==> config.mk <==
export PLATFORM = sky130hd
export DESIGN_NAME = instruction_fetch_flat
export DESIGN_NICKNAME = d
export VERILOG_FILES = /design/src/rtl/instruction_fetch_if.sv /design/src/rtl/instruction_fetch.sv /design/src/flat_wrapper.sv
export SDC_FILE = /design/constraint.sdc
export NUM_CORES = 1
export LEC_CHECK = 0
export BUFFER_PORTS_ARGS = -buffer_cell sky130_fd_sc_hd__buf_2
export CAP_MARGIN = 30
export CORE_ASPECT_RATIO = 0.6
export CORE_MARGIN = 8
export CORE_UTILIZATION = 50
export CTS_CLUSTER_DIAMETER = 60
export DETAILED_ROUTE_END_ITERATION = 8
export PLACE_DENSITY_LB_ADDON = 0.08
export SLEW_MARGIN = 30
export SYNTH_ARGS = -nofsm -noshare
export SYNTH_HDL_FRONTEND = slang
export SYNTH_SLANG_ARGS = --single-unit
==> constraint.sdc <==
create_clock -name clk -period 3.8 [get_ports clk]
set_input_delay 1.14 -clock clk [delete_from_list [all_inputs] [get_ports clk]]
set_output_delay 1.14 -clock clk [all_outputs]
set_load 0.005 [all_outputs]
==> src/rtl/instruction_fetch_if.sv <==
// Fetch-side bundle: instruction memory read port, decode handshake and redirect.
// master = instruction_fetch, slave = memory/decode/branch side.
interface instruction_fetch_if;
    logic [31:0] mem_read_address;
    logic [31:0] mem_instruction;
    logic        out_valid;
    logic        out_ready;
    logic [31:0] out_instruction;
    logic [31:0] out_pc;
    logic        redirect_valid;
    logic [31:0] redirect_pc;

    modport master (
        output mem_read_address, out_valid, out_instruction, out_pc,
        input  mem_instruction, out_ready, redirect_valid, redirect_pc
    );
    modport slave (
        input  mem_read_address, out_valid, out_instruction, out_pc,
        output mem_instruction, out_ready, redirect_valid, redirect_pc
    );
endinterface

==> src/rtl/instruction_fetch.sv <==
// Instruction fetch: one synchronous-memory read per cycle, 2-entry output queue,
// redirect flushes queued and in-flight words.
module instruction_fetch #(
    parameter logic [31:0] RESET_PC = 32'd0
) (
    input logic                   clk,
    input logic                   rst,
    instruction_fetch_if.master   bus
);
    typedef struct packed {
        logic [31:0] pc;
        logic [31:0] instr;
    } entry_t;

    logic [31:0]      fetch_pc;
    logic             inflight;
    logic [31:0]      inflight_pc;
    logic [1:0]       count;
    entry_t [1:0]     q;
    entry_t           new_e;
    logic             out_valid;
    logic             pop;
    logic             push;
    logic [2:0]       occ;
    logic             issue;

    assign out_valid = (count != 2'd0) & ~bus.redirect_valid;
    assign pop       = out_valid & bus.out_ready;
    // A redirect discards the word returning this cycle.
    assign push      = inflight & ~bus.redirect_valid;
    assign occ       = {1'b0, count} + {2'b0, inflight} - {2'b0, pop};
    assign issue     = (occ < 3'd2) | bus.redirect_valid;
    assign new_e     = '{pc: inflight_pc, instr: bus.mem_instruction};

    assign bus.mem_read_address = bus.redirect_valid ? bus.redirect_pc : fetch_pc;
    assign bus.out_valid        = out_valid;
    assign bus.out_pc           = q[0].pc;
    assign bus.out_instruction  = q[0].instr;

    always_ff @(posedge clk or negedge rst) begin
        if (!rst) begin
            fetch_pc    <= RESET_PC;
            inflight    <= 1'b0;
            inflight_pc <= 32'd0;
            count       <= 2'd0;
            q           <= '0;
        end else begin
            if (issue) begin
                inflight    <= 1'b1;
                inflight_pc <= bus.mem_read_address;
                fetch_pc    <= bus.mem_read_address + 32'd1;
            end else begin
                inflight    <= 1'b0;
            end

            if (bus.redirect_valid) begin
                count <= 2'd0;
            end else begin
                case ({push, pop})
                    2'b11: begin
                        if (count == 2'd2) begin
                            q[0] <= q[1];
                            q[1] <= new_e;
                        end else begin
                            q[0] <= new_e;
                        end
                    end
                    2'b10: begin
                        q[count[0]] <= new_e;
                        count       <= count + 2'd1;
                    end
                    2'b01: begin
                        q[0]  <= q[1];
                        count <= count - 2'd1;
                    end
                    default: ;
                endcase
            end
        end
    end

    // Issue gating must keep a push from ever landing on a full queue.
    assert property (@(posedge clk) disable iff (!rst) (push && !pop) |-> (count != 2'd2));
endmodule

==> src/flat_wrapper.sv <==
// flat-port wrapper written by rule: the top's interface ports become plain ports
module instruction_fetch_flat 
#(
    parameter logic [31:0] RESET_PC = 32'd0
)
  (clk, rst, bus_mem_read_address, bus_out_valid, bus_out_instruction, bus_out_pc, bus_mem_instruction, bus_out_ready, bus_redirect_valid, bus_redirect_pc);
  instruction_fetch_if bus_i ();
  input logic clk;
  input logic rst;
  output wire logic [$bits(bus_i.mem_read_address)-1:0] bus_mem_read_address;
  output wire logic [$bits(bus_i.out_valid)-1:0] bus_out_valid;
  output wire logic [$bits(bus_i.out_instruction)-1:0] bus_out_instruction;
  output wire logic [$bits(bus_i.out_pc)-1:0] bus_out_pc;
  input wire logic [$bits(bus_i.mem_instruction)-1:0] bus_mem_instruction;
  input wire logic [$bits(bus_i.out_ready)-1:0] bus_out_ready;
  input wire logic [$bits(bus_i.redirect_valid)-1:0] bus_redirect_valid;
  input wire logic [$bits(bus_i.redirect_pc)-1:0] bus_redirect_pc;
  assign bus_mem_read_address = bus_i.mem_read_address;
  assign bus_out_valid = bus_i.out_valid;
  assign bus_out_instruction = bus_i.out_instruction;
  assign bus_out_pc = bus_i.out_pc;
  assign bus_i.mem_instruction = bus_mem_instruction;
  assign bus_i.out_ready = bus_out_ready;
  assign bus_i.redirect_valid = bus_redirect_valid;
  assign bus_i.redirect_pc = bus_redirect_pc;
  instruction_fetch #(.RESET_PC(RESET_PC)) u_core (.clk(clk), .rst(rst), .bus(bus_i));
endmodule
==> results of run 1 <==
cell families (layout without fill, tap and decap cells):
family / after synthesis / in the layout / synth area share, %
xor+xnor: 18 / 18 / 1.47
mux: 164 / 164 / 16.2
fa+ha+maj: 7 / 7 / 0.889
simple gates: 178 / 178 / 8.58
flops: 195 / 195 / 45.6
buf+inv: 171 / 277 / 8.61
compound gates: 278 / 278 / 18.6
per-layer routing:
metal / share of wire [%] / GRT usage, % / up-vias
met4: 0.98 / 4.60 / 0
li1: - / - / 3910
met3: 5.5 / 4.59 / 16
met2: 45 / 30.6 / 235
met1: 48 / 29.8 / 4178
met5: 0 / 0 / -
metrics by stage:
step,instances,power (W)
after floorplan,1011,0.00695
after global placement,1364,0.00802
after detailed placement,1364,0.00811
after CTS,1396,0.0101
after global routing,1396,0.0108
final,1396,0.0100
flip-flops by register name, summed over array words and instances (netlist names):
| signal | flops |
|---|---|
| u_core.bus.out_instruction | 32 |
| u_core.bus.out_pc | 32 |
| u_core.count | 2 |
| u_core.fetch_pc | 32 |
| u_core.inflight | 1 |
| u_core.inflight_pc | 32 |
| u_core.q | 64 |
cell usage in the layout (no fill, tap or decap), types with 11 or more instances in the layout:
master | netlist | routed
sky130_fd_sc_hd__mux2_1 | 12 | 12
sky130_fd_sc_hd__mux2i_1 | 89 | 89
sky130_fd_sc_hd__mux2_2 | 63 | 63
sky130_fd_sc_hd__a221oi_1 | 65 | 65
sky130_fd_sc_hd__a22o_1 | 65 | 65
sky130_fd_sc_hd__xnor2_1 | 14 | 14
sky130_fd_sc_hd__buf_12 | 0 | 11
sky130_fd_sc_hd__dfrtp_1 | 195 | 195
sky130_fd_sc_hd__buf_2 | 7 | 163
sky130_fd_sc_hd__nand3_1 | 16 | 16
sky130_fd_sc_hd__a21oi_1 | 105 | 105
sky130_fd_sc_hd__nand3b_1 | 12 | 12
sky130_fd_sc_hd__buf_4 | 65 | 39
sky130_fd_sc_hd__o31ai_1 | 13 | 13
sky130_fd_sc_hd__inv_1 | 30 | 30
sky130_fd_sc_hd__nor2_1 | 64 | 60
sky130_fd_sc_hd__nand2_1 | 39 | 39
sky130_fd_sc_hd__clkbuf_16 | 0 | 17
worst max-delay path, stage by stage:
cell,delay (ps)
sky130_fd_sc_hd__buf_2,130
sky130_fd_sc_hd__buf_12,350
sky130_fd_sc_hd__mux2i_1,340
sky130_fd_sc_hd__inv_1,130
sky130_fd_sc_hd__buf_2,150
area by class of cell:
type / instances / area (sq um)
clock inverters: 14 / 204
clock buffers: 18 / 439
fillers: 1833 / 8690
inverters: 31 / 116
flip-flops and latches: 195 / 4880
multi-input cells: 645 / 4960
repair buffers: 214 / 1340
well taps: 279 / 349
power by group:
part	leakage (nW)	switching [W]	total (W)	internal (W)
logic	2.75	0.00204	0.00406	0.00202
clock network	0.303	0.000834	0.00196	0.00113
registers	2.32	0.000871	0.00401	0.00314
total	5.37	0.00375	0.0100	0.00629
path summary, 6_finish.rpt:
kind | depth (start not counted) | slack (ps) | startpoint | endpoint
setup / recovery | 5 | 400 | bus_redirect_valid | bus_mem_read_address[3]
hold / removal | 1 | 500 | u_core.bus.out_pc[18]$_DFFE_PN0P_ | u_core.bus.out_pc[18]$_DFFE_PN0P_
setup reg to reg | 14 | 900 | u_core.count[0]$_DFFE_PN0P_ | u_core.fetch_pc[7]$_DFFE_PN0P_
hold reg to reg | 1 | 500 | u_core.bus.out_pc[18]$_DFFE_PN0P_ | u_core.bus.out_pc[18]$_DFFE_PN0P_
max in group asynchronous | 2 | 2340 | rst | u_core.bus.out_instruction[22]$_DFFE_PN0P_
min in group asynchronous | 1 | 700 | rst | u_core.fetch_pc[23]$_DFFE_PN0P_
==> flow_summary.json, run 1 <==
{
  "fin_setup_tns_ps": 0,
  "number_of_buffers_inserted_by_port_buffering": 164,
  "critPathCaptureType": "output pin",
  "leakagePower_nw": 5.37,
  "global_route_wire_length_before_repair_um": 43500,
  "grt_max_degree": 80,
  "design.core.area_sq_um": 21000,
  "route.vias.total": 8339,
  "peakVddDrop_v": 0.000439,
  "htree_num_levels": 4,
  "number_of_global_route_vias_before_repair": 7801,
  "synth_cell_type_count": 56,
  "run_status": "finished clean",
  "yosys_register_bits": 195,
  "gr-total-overflow": 0,
  "avgSynthCellArea_sq_um": 10.6,
  "post-synth-top-area-fraction_pct": 45.6,
  "cts-resized-gates": 0,
  "timing_hold_violations_final": 0,
  "tightestPinTransition_ps": 613,
  "placementRows": 41,
  "timing.final.crit_share_pct": 89.5,
  "clkSinkCount": 195,
  "fp.dieW_um": 205,
  "finalWorstSetupSlack_ps": 399,
  "critPathArrivalTime_ps": 2260,
  "ioPinCount": 165,
  "placed_cell_area_sq_um": 11600,
  "detail_route.wirelength_um": 27300,
  "unrepaired_setup_endpoints_after_global_routing": "no",
  "ys.warnings.count": 0,
  "synth_top_area_cell": "sky130_fd_sc_hd__dfrtp_1",
  "dominantRegCellSynth": "sky130_fd_sc_hd__dfrtp_1",
  "postRouteAntennaNets": 0,
  "max-clock-path-buffers": 2,
  "floorplan.die_area_sq_um": 26500,
  "final.min_clock_period_ps": 3400,
  "grt_util_all_layers_pct": 20.4,
  "largest_fanout_on_the_critical_path": 79,
  "setup_violating_endpoint_count_in_the_final_report": 0,
  "syn-cell-area_sq_um": 10700,
  "drt_pre_antenna_iters": 5,
  "worstSetupStartpointType": "input pin",
  "netlist_instances": 1011,
  "cts_buffers": 17,
  "post_synth_main_area_contributors": "sky130_fd_sc_hd__dfrtp_1 (46%), sky130_fd_sc_hd__mux2i_1 (8.3%), sky130_fd_sc_hd__mux2_2 (6.6%)",
  "wl_per_cell_um": 19.6,
  "postCtsSetupRepairBufs": 0,
  "initial_utilization_pct": 51.0,
  "post-route-cell-area_sq_um": 12300,
  "worst_skew_pair.late_latency_ps": 440,
  "die-height_um": 129,
  "avgViaCountPerCell": 5.97,
  "yosys-top-cells-count": "sky130_fd_sc_hd__dfrtp_1 (195), sky130_fd_sc_hd__a21oi_1 (105), sky130_fd_sc_hd__mux2i_1 (89)",
  "drc": 0,
  "maxSlewHeadroom_pct": 59.1,
  "setup.worst_path.class": "in2out",
  "finalWeightedCongestion": 0.819,
  "required_ps": 2660,
  "detailed_place_hpwl_um": 18300,
  "fin_nets": 1179,
  "fin_util_pct": 58.6,
  "cts.clk_slew.worst_paths_ps": 70,
  "worst_hold_check_path_type": "reg2reg",
  "ys_async_sr_fraction_pct": 100,
  "num_antenna_cells": 0,
  "clock-root-buffer": "sky130_fd_sc_hd__clkbuf_16",
  "tritoncts": "done",
  "post_cts_hold_buffer_count": 0,
  "maxSlewViolCount": 0,
  "post_route_cells_drive_above_1_share_pct": 29.0,
  "dp_slack_ps": 295,
  "fin_skew_ps": 9.43,
  "synth-seq-area-share_pct": 45.6,
  "grt_antenna_before_repair": 0,
  "power-per-cell-area_nw_per_um2": 817,
  "timing.hold.ws_ps": 501,
  "synth_fp_nets": 1086,
  "syn2layout_area_growth_pct": 14.9,
  "synth-edff-count": 0,
  "post-synth-top-count-cell": "sky130_fd_sc_hd__dfrtp_1",
  "maxClockFrequency_mhz": 294,
  "first_iter_violations": 490,
  "cap_viol_max_count": 0
}
Note: power is estimated with default switching activity, not from simulation.
==> run 2, diff against run 1 <==
==> constraint.sdc (replaced) <==
create_clock -name clk -period 3.8 [get_ports clk]
set_input_delay 0.95 -clock clk [delete_from_list [all_inputs] [get_ports clk]]
set_output_delay 0.95 -clock clk [all_outputs]
set_load 0.005 [all_outputs]
==> run 2 against run 1 <==
  * Design area shrank 1.4%
  * Critical path type unchanged
  * Routed wire length shrank 0.64%
  * Clock skew shrank 1.3 ps
  * Final cell count shrank 1.0%
  * First-iteration DRC count grew 6.7%
==> flow_summary.json, run 2 (synthesis gave the netlist of run 1 again) <==
{
  "run_status": "finished clean",
  "largest_reg_flops": 64,
  "maxSlewViolCount": 0,
  "unrepaired_setup_endpoints_after_global_routing": "no",
  "maxClockFrequency_mhz": 315,
  "setup.worst_path.class": "in2out",
  "largest_fanout_on_the_critical_path": 79,
  "grt_max_degree": 80,
  "power-per-cell-area_nw_per_um2": 806,
  "route.vias.total": 8212,
  "worstSetupStartpointType": "input pin",
  "ioPinCount": 165,
  "worst_hold_check_path_type": "reg2reg",
  "design.core.area_sq_um": 21000,
  "grt_antenna_before_repair": 0,
  "tightestPinTransition_ps": 662,
  "postCtsSetupRepairBufs": 0,
  "drc": 0,
  "floorplan.die_area_sq_um": 26500,
  "finalWeightedCongestion": 0.844,
  "drt_pre_antenna_iters": 5,
  "global_route_wire_length_before_repair_um": 44100,
  "num_antenna_cells": 0,
  "timing.rr.start": "u_core.count[0]$_DFFE_PN0P_",
  "cap_viol_max_count": 0,
  "cts-resized-gates": 0,
  "clock-root-buffer": "sky130_fd_sc_hd__clkbuf_16",
  "first_iter_violations": 523,
  "commonest_non_fill_non_tap_cell_in_the_layout": "sky130_fd_sc_hd__dfrtp_1",
  "postRouteAntennaNets": 0,
  "dp_slack_ps": 389,
  "r2r_end": "u_core.inflight_pc[23]$_DFFE_PN0P_",
  "final.min_clock_period_ps": 3170,
  "tritoncts": "done",
  "avgViaCountPerCell": 5.94,
  "required_ps": 2850,
  "worst_skew_pair.late_latency_ps": 430,
  "placementRows": 41,
  "maxSlewHeadroom_pct": 55.9,
  "critPathCaptureType": "output pin",
  "die-height_um": 129,
  "htree_num_levels": 4,
  "max-clock-path-buffers": 2,
  "final_cell_mix": "sky130_fd_sc_hd__dfrtp_1 (195), sky130_fd_sc_hd__buf_2 (163), sky130_fd_sc_hd__a21oi_1 (105), sky130_fd_sc_hd__mux2i_1 (89)",
  "timing_hold_violations_final": 0,
  "rrSetupSlack_ps": 860,
  "fin_setup_tns_ps": 0,
  "critPathArrivalTime_ps": 2220,
  "setup_violating_endpoint_count_in_the_final_report": 0,
  "cts_buffers": 17,
  "number_of_buffers_inserted_by_port_buffering": 164,
  "fp.dieW_um": 205,
  "fin_nets": 1169,
  "post_cts_hold_buffer_count": 0,
  "fin_util_pct": 57.7,
  "timing.final.crit_share_pct": 83.4,
  "cts.clk_slew.worst_paths_ps": 70,
  "detail_route.wirelength_um": 27200,
  "initial_utilization_pct": 51.0,
  "syn2layout_area_growth_pct": 13.2,
  "grt_util_all_layers_pct": 20.6,
  "number_of_global_route_vias_before_repair": 7963,
  "wl_per_cell_um": 19.6,
  "leakagePower_nw": 5.28,
  "reg2regPathDepth": 14,
  "post_route_cells_drive_above_1_share_pct": 27.7,
  "crit_start": "bus_redirect_valid",
  "fin_skew_ps": 8.17,
  "gr-total-overflow": 0,
  "clkSinkCount": 195,
  "largest_register": "u_core.q",
  "detailed_place_hpwl_um": 18400,
  "finalWorstSetupSlack_ps": 630,
  "worstSetupEndpoint": "bus_mem_read_address[17]",
  "peakVddDrop_v": 0.000420
}
## run 2: cell types whose count changed in the layout (fill, tap and decap cells not counted), moves of 2 or more
cell,before,now
sky130_fd_sc_hd__buf_4,39,29
sky130_fd_sc_hd__clkinv_4,5,0
sky130_fd_sc_hd__clkbuf_1,0,3
sky130_fd_sc_hd__clkinv_2,0,3
sky130_fd_sc_hd__bufinv_16,4,2
sky130_fd_sc_hd__clkinvlp_4,3,1
sky130_fd_sc_hd__inv_6,2,0
## run 2: worst min-delay path by stage
| stage | from | end | slack, ps | depth (start not counted) |
|---|---|---|---|---|
| 6_report | u_core.fetch_pc[31]$_DFFE_PN0P_ | u_core.fetch_pc[31]$_DFFE_PN0P_ | 480 | 2 |
| 5_1_grt | u_core.bus.out_pc[3]$_DFFE_PN0P_ | u_core.bus.out_pc[3]$_DFFE_PN0P_ | 510 | 1 |
| 4_1_cts | u_core.fetch_pc[31]$_DFFE_PN0P_ | u_core.fetch_pc[31]$_DFFE_PN0P_ | 490 | 2 |
| 3_5_place_dp | u_core.fetch_pc[31]$_DFFE_PN0P_ | u_core.fetch_pc[31]$_DFFE_PN0P_ | 470 | 2 |
| 3_3_place_gp | u_core.fetch_pc[31]$_DFFE_PN0P_ | u_core.fetch_pc[31]$_DFFE_PN0P_ | 470 | 2 |
| 2_1_floorplan | u_core.fetch_pc[30]$_DFFE_PN0P_ | u_core.fetch_pc[30]$_DFFE_PN0P_ | 440 | 2 |
## run 2: area by class of cell
type	count	area (sq um)
fillers	1839	8870
multi-input cells	645	4950
flip-flops and latches	195	4880
repair buffers	204	1270
clock buffers	22	464
well taps	279	349
inverters	31	116
clock inverters	6	82.6
## run 2: metal layers
layer	track usage [%]	wire length (um)	vias to the layer above
li1	-	-	3862
met1	30.6	13500	4145
met2	30.6	12200	192
met3	4.14	1310	13
met4	4.72	170	0
met5	0	0	-
## run 2: worst max-delay path: stages
cell	delay [ps]
sky130_fd_sc_hd__buf_2	130
sky130_fd_sc_hd__buf_12	340
sky130_fd_sc_hd__mux2i_1	560
sky130_fd_sc_hd__inv_1	80
sky130_fd_sc_hd__buf_2	140
## run 2: per-stage QoR
| step | area, sq um | cells | total power, W | hold WS (ps) |
|---|---|---|---|---|
| final | 12100 | 1382 | 0.00977 | 483 |
| after floorplan | 10700 | 1011 | 0.00694 | 445 |
| after global routing | 12100 | 1382 | 0.0105 | 512 |
| after CTS | 12100 | 1382 | 0.00987 | 485 |
| after detailed placement | 11600 | 1354 | 0.00808 | 470 |
| after global placement | 11600 | 1354 | 0.00797 | 471 |
## run 2: report_power, final
group / switching [W] / leakage, nW / total, W / internal (W)
clock network: 0.000758 / 0.268 / 0.00175 / 0.000988
logic: 0.00204 / 2.70 / 0.00403 / 0.00199
registers: 0.000852 / 2.32 / 0.00399 / 0.00314
total: 0.00365 / 5.28 / 0.00977 / 0.00611
==> run 3, diff against run 2 <==
--- a/config.mk
+++ b/config.mk
@@ -5,6 +5,7 @@
 export SDC_FILE = /design/constraint.sdc
 export NUM_CORES = 1
 export LEC_CHECK = 0
+export ABC_AREA = 1
 export BUFFER_PORTS_ARGS = -buffer_cell sky130_fd_sc_hd__buf_2
 export CAP_MARGIN = 30
 export CORE_ASPECT_RATIO = 0.6
==> constraint.sdc (replaced) <==
create_clock -name clk -period 3 [get_ports clk]
set_input_delay 0.75 -clock clk [delete_from_list [all_inputs] [get_ports clk]]
set_output_delay 0.75 -clock clk [all_outputs]
set_load 0.005 [all_outputs]
==> run 3 against run 2 <==
  * Core utilization down 1.0 points
  * Total power grew 24%
  * Non-clock buffer count is 2 higher
  * Sequential power up 14%
  * Design area up 7.3%
==> flow_summary.json, run 3 <==
{
  "run_status": "finished clean",
  "timing.final.crit_share_pct": 93.1,
  "timing_hold_violations_final": 0,
  "critPathCaptureType": "output pin",
  "avgViaCountPerCell": 5.23,
  "peakVddDrop_v": 0.000574,
  "ioPinCount": 165,
  "grt_max_degree": 129,
  "grt_antenna_before_repair": 0,
  "synth_top_area_cell": "sky130_fd_sc_hd__dfrtp_1",
  "synth-seq-area-share_pct": 42.2,
  "maxSlewViolCount": 0,
  "placed_cells": 1933,
  "wl_per_cell_um": 16.2,
  "cts_buffers": 17,
  "synth_fp_nets": 1650,
  "drt_pre_antenna_iters": 5,
  "placed_cell_area_sq_um": 12400,
  "num_antenna_cells": 0,
  "cap_viol_max_count": 0,
  "die-height_um": 134,
  "final.min_clock_period_ps": 2790,
  "postCtsSetupRepairBufs": 0,
  "drc": 0,
  "setup.worst_path.class": "in2out",
  "synth-edff-count": 0,
  "power-per-cell-area_nw_per_um2": 930,
  "clock-root-buffer": "sky130_fd_sc_hd__clkbuf_16",
  "unrepaired_setup_endpoints_after_global_routing": "no",
  "synth_cell_type_count": 33,
  "reg2regPathDepth": 15,
  "fin_setup_tns_ps": 0,
  "timing.hold.ws_ps": 207,
  "netlist_instances": 1575,
  "number_of_buffers_inserted_by_port_buffering": 164,
  "first_iter_violations": 804,
  "avgSynthCellArea_sq_um": 7.35,
  "post-synth-top-area-fraction_pct": 42.2,
  "clkSinkCount": 195,
  "syn-cell-area_sq_um": 11600,
  "post_cts_hold_buffer_count": 0,
  "worst_skew_pair.late_latency_ps": 440,
  "fin_nets": 1712,
  "gr-total-overflow": 0,
  "cts.clk_slew.worst_paths_ps": 70,
  "rrSetupSlack_ps": 310,
  "postRouteAntennaNets": 0,
  "cts-resized-gates": 0,
  "r2r_end": "u_core.fetch_pc[17]$_DFFE_PN0P_",
  "detail_route.wirelength_um": 31900,
  "required_ps": 2250,
  "placementRows": 43,
  "finalWeightedCongestion": 0.909,
  "timing.rr.start": "u_core.count[1]$_DFFE_PN0P_",
  "maxClockFrequency_mhz": 358,
  "final_cell_mix": "sky130_fd_sc_hd__nand2_1 (410), sky130_fd_sc_hd__o21ai_0 (282), sky130_fd_sc_hd__dfrtp_1 (195), sky130_fd_sc_hd__inv_1 (168), sky130_fd_sc_hd__buf_2 (163)",
  "setup_violating_endpoint_count_in_the_final_report": 0,
  "global_route_wire_length_before_repair_um": 52500,
  "tightestPinTransition_ps": 562,
  "max-clock-path-buffers": 2,
  "floorplan.die_area_sq_um": 28400,
  "ys_async_sr_fraction_pct": 100,
  "leakagePower_nw": 6.41,
  "layoutNonFillerInstCount": 1965,
  "initial_utilization_pct": 50.5,
  "ys.warnings.count": 0,
  "yosys-top-cells-count": "sky130_fd_sc_hd__nand2_1 (412), sky130_fd_sc_hd__o21ai_0 (286), sky130_fd_sc_hd__dfrtp_1 (195), sky130_fd_sc_hd__inv_1 (169), sky130_fd_sc_hd__nand3_1 (67)",
  "yosys_register_bits": 195,
  "largest_reg_flops": 64,
  "commonest_non_fill_non_tap_cell_in_the_layout": "sky130_fd_sc_hd__nand2_1",
  "grt_util_all_layers_pct": 22.8,
  "number_of_global_route_vias_before_repair": 9712,
  "worst_hold_check_path_type": "in2async",
  "post-route-cell-area_sq_um": 13000,
  "critPathArrivalTime_ps": 2040,
  "design.core.area_sq_um": 22900,
  "detailed_place_hpwl_um": 22200,
  "worstSetupStartpointType": "input pin",
  "syn2layout_area_growth_pct": 12.4,
  "largest_fanout_on_the_critical_path": 20,
  "fp.dieW_um": 212,
  "post-synth-top-count-cell": "sky130_fd_sc_hd__nand2_1",
  "tritoncts": "done",
  "maxSlewHeadroom_pct": 62.5,
  "dominantRegCellSynth": "sky130_fd_sc_hd__dfrtp_1",
  "post_route_cells_drive_above_1_share_pct": 19.6,
  "route.vias.total": 10300,
  "fin_skew_ps": 7.67,
  "largest_register": "u_core.q",
  "post_synth_main_area_contributors": "sky130_fd_sc_hd__dfrtp_1 (42%), sky130_fd_sc_hd__nand2_1 (13%), sky130_fd_sc_hd__o21ai_0 (12%)",
  "htree_num_levels": 4
}
## run 3: changes by cell type after synthesis, moves of 65 or more
cell and change:
sky130_fd_sc_hd__nand2_1 +373, sky130_fd_sc_hd__o21ai_0 +282, sky130_fd_sc_hd__a22o_1 -65, sky130_fd_sc_hd__mux2i_1 -89
sky130_fd_sc_hd__inv_1 +139, sky130_fd_sc_hd__a221oi_1 -65
## run 3: cells by family (layout without fill, tap and decap cells)
kind of cell | count (synthesis) | count (layout) | synth area share [%]
AOI/OAI and AO/OA | 437 | 437 | 20.4
and+or+nand+nor | 598 | 598 | 22.6
DFF | 195 | 195 | 42.2
xor gates and xnor gates | 3 | 3 | 0.227
adders and majority gates | 7 | 7 | 0.822
buffers and inverters | 335 | 410 | 13.8
## run 3: worst max path at each step
stage / end / startpoint / slack, ps / depth (start not counted)
floorplan: u_core.fetch_pc[11]$_DFFE_PN0P_ / bus_redirect_valid / -2 / 18
global placement: u_core.bus.out_instruction[8]$_DFFE_PN0P_ / bus_redirect_valid / 160 / 9
detailed placement: u_core.fetch_pc[30]$_DFFE_PN0P_ / bus_redirect_valid / 110 / 15
CTS: bus_mem_read_address[24] / bus_redirect_valid / 210 / 7
global route: u_core.fetch_pc[26]$_DFFE_PN0P_ / u_core.count[1]$_DFFE_PN0P_ / 130 / 15
finish: bus_mem_read_address[24] / bus_redirect_valid / 210 / 7
## run 3: final cells by class
class | instances | area [sq um]
clock inverter | 12 | 155
clock buffer | 20 | 457
tap | 315 | 394
sequential | 195 | 4880
inverter | 172 | 646
multi-input combinational | 1045 | 5170
fill | 2235 | 9920
timing repair buffer | 206 | 1290
## run 3: layer usage
metal	track usage (%)	wire, um
met3	5.89	2330
met5	0	0
met1	34.2	15800
met2	32.4	13300
met4	5.00	431
## run 3: worst max-delay path, stage by stage
cell and delay [ps]:
sky130_fd_sc_hd__buf_2 120, sky130_fd_sc_hd__buf_4 190, sky130_fd_sc_hd__inv_2 330, sky130_fd_sc_hd__buf_4 230, sky130_fd_sc_hd__nand2_1 80, sky130_fd_sc_hd__nand2_1 170
sky130_fd_sc_hd__buf_2 150
## run 3: per-stage QoR
| stage | setup WS (ps) | utilization, % | total power [W] |
|---|---|---|---|
| finish | 207 | 56.7 | 0.0121 |
| global route | 131 | 56.7 | 0.0131 |
| CTS | 208 | 56.7 | 0.0122 |
| detailed placement | 108 | 54.1 | 0.00972 |
| global placement | 157 | 54.1 | 0.00959 |
| floorplan | -1.76 | - | 0.00831 |
## run 3: power breakdown
group	switching (W)	internal, W
Sequential	0.000704	0.00386
Clock	0.00106	0.00136
Combinational	0.00325	0.00185
Total	0.00502	0.00707
